==> src/rtl/ad_ip_jesd204_tpl_adc_sync_ctrl.sv <==
// ADC sync controller: arm/disarm FSM, external sync edge detect, period measure.
// Define ADC_SYNC_TIMEOUT_EN to build the armed/measure wait timeout.
module ad_ip_jesd204_tpl_adc_sync_ctrl #(
    parameter int NUM_CHANNELS  = 1,
    parameter int COUNTER_WIDTH = 32,
    parameter int SYNC_EDGE     = 0,
    parameter int TIMEOUT_WIDTH = 24
) (
    input  logic                     clk,
    input  logic                     reset,
    input  logic                     adc_sync,
    input  logic                     adc_sync_disarm,
    input  logic                     sync_mode,
    input  logic                     adc_external_sync,
    input  logic [TIMEOUT_WIDTH-1:0] timeout_limit,
    input  logic                     link_valid,
    input  logic [NUM_CHANNELS-1:0]  channel_enable,
    output logic [NUM_CHANNELS-1:0]  adc_valid,
    output logic                     adc_sync_status,
    output logic                     adc_rst_sync,
    output logic                     sync_pulse,
    output logic [1:0]               fsm_state,
    output logic [COUNTER_WIDTH-1:0] period_count,
    output logic                     period_valid,
    output logic [15:0]              sync_event_count,
    output logic                     timeout_err
);

    typedef enum logic [1:0] {
        IDLE    = 2'b00,
        ARMED   = 2'b01,
        MEASURE = 2'b10,
        DONE    = 2'b11
    } state_t;

    // Falling-edge mode idles the synchronizer high so reset creates no edge.
    localparam logic SYNC_INIT = (SYNC_EDGE == 1);

    state_t state;
    state_t state_nxt;

    logic s1;
    logic s2;
    logic s3;
    logic edge_det;
    logic active;
    logic edge_acc;
    logic arm_acc;
    logic meas_edge;
    logic timeout_hit;

    logic [COUNTER_WIDTH-1:0] period_cnt;
    logic [COUNTER_WIDTH-1:0] cnt_inc;

    always_ff @(posedge clk) begin
        if (reset) begin
            s1 <= SYNC_INIT;
            s2 <= SYNC_INIT;
            s3 <= SYNC_INIT;
        end else begin
            s1 <= adc_external_sync;
            s2 <= s1;
            s3 <= s2;
        end
    end

    always_comb begin
        edge_det = s2 ^ s3;
        if (SYNC_EDGE == 0) begin
            edge_det = s2 & ~s3;
        end else if (SYNC_EDGE == 1) begin
            edge_det = ~s2 & s3;
        end
    end

    assign active    = (state == ARMED) || (state == MEASURE);
    assign edge_acc  = edge_det & active & ~adc_sync_disarm;
    assign arm_acc   = adc_sync & ~active & ~adc_sync_disarm;
    assign meas_edge = edge_acc & (state == MEASURE);
    assign cnt_inc   = (&period_cnt) ? period_cnt : period_cnt + 1'b1;

`ifdef ADC_SYNC_TIMEOUT_EN
    logic [TIMEOUT_WIDTH-1:0] wait_cnt;

    // An edge in the same cycle wins over the timeout.
    assign timeout_hit = active && !edge_det && (timeout_limit != '0) &&
                         (({1'b0, wait_cnt} + 1'b1) == {1'b0, timeout_limit});

    always_ff @(posedge clk) begin
        if (reset) begin
            wait_cnt    <= '0;
            timeout_err <= 1'b0;
        end else begin
            if (!active || edge_acc) begin
                wait_cnt <= '0;
            end else begin
                wait_cnt <= wait_cnt + 1'b1;
            end
            if (arm_acc) begin
                timeout_err <= 1'b0;
            end else if (timeout_hit && !adc_sync_disarm) begin
                timeout_err <= 1'b1;
            end
        end
    end
`else
    logic unused_timeout;

    assign unused_timeout = ^timeout_limit;
    assign timeout_hit    = 1'b0;
    assign timeout_err    = 1'b0;
`endif

    always_comb begin
        state_nxt = state;
        if (adc_sync_disarm) begin
            state_nxt = IDLE;
        end else begin
            case (state)
                IDLE: begin
                    if (adc_sync) state_nxt = ARMED;
                end
                ARMED: begin
                    if (edge_det) begin
                        state_nxt = sync_mode ? MEASURE : DONE;
                    end else if (timeout_hit) begin
                        state_nxt = IDLE;
                    end
                end
                MEASURE: begin
                    if (!edge_det && timeout_hit) state_nxt = IDLE;
                end
                DONE: begin
                    if (adc_sync) state_nxt = ARMED;
                end
                default: state_nxt = IDLE;
            endcase
        end
    end

    always_ff @(posedge clk) begin
        if (reset) begin
            state            <= IDLE;
            adc_sync_status  <= 1'b0;
            adc_rst_sync     <= 1'b0;
            sync_pulse       <= 1'b0;
            period_valid     <= 1'b0;
            period_count     <= '0;
            period_cnt       <= '0;
            sync_event_count <= '0;
        end else begin
            state           <= state_nxt;
            adc_sync_status <= (state_nxt == ARMED);
            adc_rst_sync    <= (state_nxt == ARMED);
            sync_pulse      <= edge_det;
            period_valid    <= meas_edge;
            if (meas_edge) begin
                period_count <= cnt_inc;
            end
            if (state == MEASURE && state_nxt == MEASURE && !edge_acc) begin
                period_cnt <= cnt_inc;
            end else begin
                period_cnt <= '0;
            end
            if (edge_acc) begin
                sync_event_count <= sync_event_count + 16'd1;
            end
        end
    end

    assign fsm_state = state;
    assign adc_valid = channel_enable &
                       {NUM_CHANNELS{link_valid & (state != ARMED)}};

endmodule

==> config.mk <==
export PLATFORM = sky130hd
export DESIGN_NAME = ad_ip_jesd204_tpl_adc_sync_ctrl
export DESIGN_NICKNAME = d
export VERILOG_FILES = /design/src/rtl/ad_ip_jesd204_tpl_adc_sync_ctrl.sv
export SDC_FILE = /design/constraint.sdc
export NUM_CORES = 1
export LEC_CHECK = 0
export ABC_AREA = 1
export CORE_AREA = 5 5 97 99
export CTS_BUF_LIST = sky130_fd_sc_hd__clkbuf_4 sky130_fd_sc_hd__clkbuf_8
export CTS_CLUSTER_DIAMETER = 30
export DETAILED_ROUTE_END_ITERATION = 10
export DIE_AREA = 0 0 102 104
export GPL_ROUTABILITY_DRIVEN = 1
export GPL_TIMING_DRIVEN = 0
export PLACE_DENSITY = 0.82
export SLEW_MARGIN = 0
export SYNTH_ARGS = -nofsm -noshare
export SYNTH_HDL_FRONTEND = slang
export SYNTH_SLANG_ARGS = --single-unit
==> constraint.sdc <==
create_clock -name clk -period 1.9 [get_ports clk]
set_input_delay 0.475 -clock clk [delete_from_list [all_inputs] [get_ports clk]]
set_output_delay 0.475 -clock clk [all_outputs]
set_load 0.005 [all_outputs]
==> flow_summary.ini <==
[yosys]
ys_async_sr_fraction_pct = 0
synth.cell_area_sq_um = 4428
syn_inst = 674
ys_ff_latch = 88
seq_area_frac_synth_pct = 39.79
synthTopCellsByCount = nand2_1 (178), nor2_1 (109), inv_1 (103), dfxtp_1 (88), nand3_1 (51)
synth_warnings = 0
yosys.area.top_type = dfxtp_1
ys.flop_type = dfxtp_1
synth.most_common_cell = nand2_1
netlist_top_cells_area = dfxtp_1 (40%), nand2_1 (15%), nor2_1 (9.2%)
syn_nets = 711
synthDistinctLibCells = 32
synth_edf_count = 0
avgSynthCellArea_sq_um = 6.570
synth_top_area_share_pct = 39.79

[route]
route.vias.total = 4491
wl_per_cell_um = 13.92
firstDrtPassIters = 5
via_per_inst = 5.138
ant_nets = 0
drc = 0
wl_mm = 12.17
first_iter_violations = 224

[worst_setup_path]
critPathBufInv = 4
worst-path-max-fanout = 10
cp_slowest_stage_delay_ns = 0.33
crit_chain = buf_6, ha_4, nor2_2, nand2_2, nor2_4, buf_4, inv_1, buf_4, nor2_1, nor2_1
rr_startpoint = fsm_state[1]
cpLargestDelayFamily = simple AND/OR/NAND/NOR gates
cp-startpoint = fsm_state[1]
start_kind = flop
cp.required_ns = 2.16
criticalPathCategory = flop to flop
r2r_slack_ns = 0.05
crit_end = period_count[15]
endpoint_kind = flop
arrival_ns = 2.11
path_depth = 10
slowest_stage = dfxtp_2
reg2reg_depth = 10
r2r-end = period_count[15]

[power]
p_per_area_nw_per_um2 = 585.8
ir_worst_vdd_uv = 321.6
totalPowerFinal_mw = 3.326
p_leak_nw = 2.445

[placement]
io_buffers = 62
placed_cell_area_sq_um = 5184
hpwl_mm = 9.042
dp.cells = 844
gp_congestion = 0.9629

[cts]
numCtsBuffers = 9
cts_hold_buf = 0
cts_tree = built
htreeDepth = 3
clk_pin_slew_ns = 0.10
cts_root_buffer = clkbuf_8
clkSinkCount = 88
ctsLongestPathBuffers = 2
clock_latency_ns = 0.37

[finish]
drive_above_1_share_pct = 11.49
syn2layout_area_growth_pct = 28.20
layoutNonFillerInstCount = 874
n_antenna_cell = 0
fin_area_sq_um = 5677
nNetsFinal = 798

[global_route]
antenna_found_initial = 0
grt_busiest_layer = met2
met3_usage_pct = 4.628
grt_max_degree = 16
grt_usage_pct = 22.95
grt_pass1_vias = 4325
gr-total-overflow = 0
met2_usage_pct = 40.71
grt_pass1_wl_mm = 19.53
grtUsageMet1_pct = 26.25

[sta]
fin_tns_setup_ns = 0
fin_hold_ws_ns = 0.4422
final_hold_viol_count = 0
fin_crit_ns = 1.852
fin_crit_sh_pct = 97.48
max_freq_mhz = 539.9
setup_viol = 0
clock_skew_ns = 0.01449
rsz0062_at_grt = yes
slew_violations = 0

[floorplanning]
ios = 88
rows = 34
start_util_pct = 52.31
die_w_um = 102
dieArea_sq_um = 10610
die_y_um = 104
core_sq_um = 8466

[min_path]
hp-class = flop to flop

[job]
cap_violations = 0

[status]
status = completed
layer usage:
layer	routed length, um	part of all wire, %
met5	0	0
met3	624	5.1
met4	255	2.1
met2	6210	51
met1	5078	42
area by class of cell:
cell class / count / area [sq um]
multi-input cells: 462 / 2261
flip-flops and latches: 88 / 1769
fillers: 771 / 2789
clock buffers: 10 / 137.6
well taps: 108 / 135.1
plain buffers: 20 / 168.9
inverters: 104 / 392.9
clock inverters: 6 / 67.56
repair buffers: 76 / 744.5
metrics by stage:
stage	utilization (%)	setup slack, ns
floorplan	-	0.1084
global placement	61.23	-0.6072
detailed placement	61.23	-0.6153
CTS	65.13	0.008207
global route	67.06	-0.03383
finish	67.06	0.04792
worst register-to-register path: stages, from the launching register on:
cell	delay, ns
dfxtp_2	0.33
buf_6	0.11
ha_4	0.22
nor2_2	0.13
nand2_2	0.17
nor2_4	0.18
buf_4	0.17
inv_1	0.08
buf_4	0.17
nor2_1	0.13
nor2_1	0.05
sequential cells by signal, summed over array words and instances (netlist names):
register and cells:
fsm_state 2, sync_event_count 16, period_valid 1, sync_pulse 1, period_cnt 32, adc_rst_sync 1, s3 1, s2 1
s1 1, period_count 32
worst min path at each step:
| stage | start | endpoint | slack [ns] | cells after the start |
|---|---|---|---|---|
| final | s1 | s2 | 0.44 | 2 |
| after global routing | s1 | s2 | 0.45 | 2 |
| after CTS | s1 | s2 | 0.43 | 2 |
| after detailed placement | s1 | s2 | 0.41 | 2 |
| after global placement | s1 | s2 | 0.39 | 2 |
| after floorplan | s1 | s2 | 0.39 | 2 |
cells by family after synthesis:
kind of cell / Yosys count / share of synthesized area [%]
AND/OR/NAND/NOR: 376 / 36.03
buffers and inverters: 124 / 11.39
XOR/XNOR: 10 / 1.978
other: 1 / 0.08469
flip-flops: 88 / 39.79
AO/OA/AOI/OAI: 70 / 9.325
adder cells (fa/ha/maj): 5 / 1.413
cells in the final DEF (no fill, tap or decap), types with 17 or more instances in the layout:
cell type          n
a21oi_1           17
buf_4             17
clkdlybuf4s50_1   60
dfxtp_1           84
inv_1            100
nand2_1          168
nand3_1           51
nor2_1           105
o21a_1            18
o21ai_0           27
repair_timing:
item                       CTS  global route
setup buffers                7             7
pin swaps                    4             3
setup endpoints to repair   73            71
resized for setup           24            45
report_power, final:
| part | switching [mW] | internal, mW | total [mW] |
|---|---|---|---|
| Sequential | 0.00485 | 1.85 | 1.85 |
| Combinational | 0.0695 | 0.0603 | 0.130 |
| Clock | 0.691 | 0.650 | 1.34 |
Power figures use the tool's default switching activity.
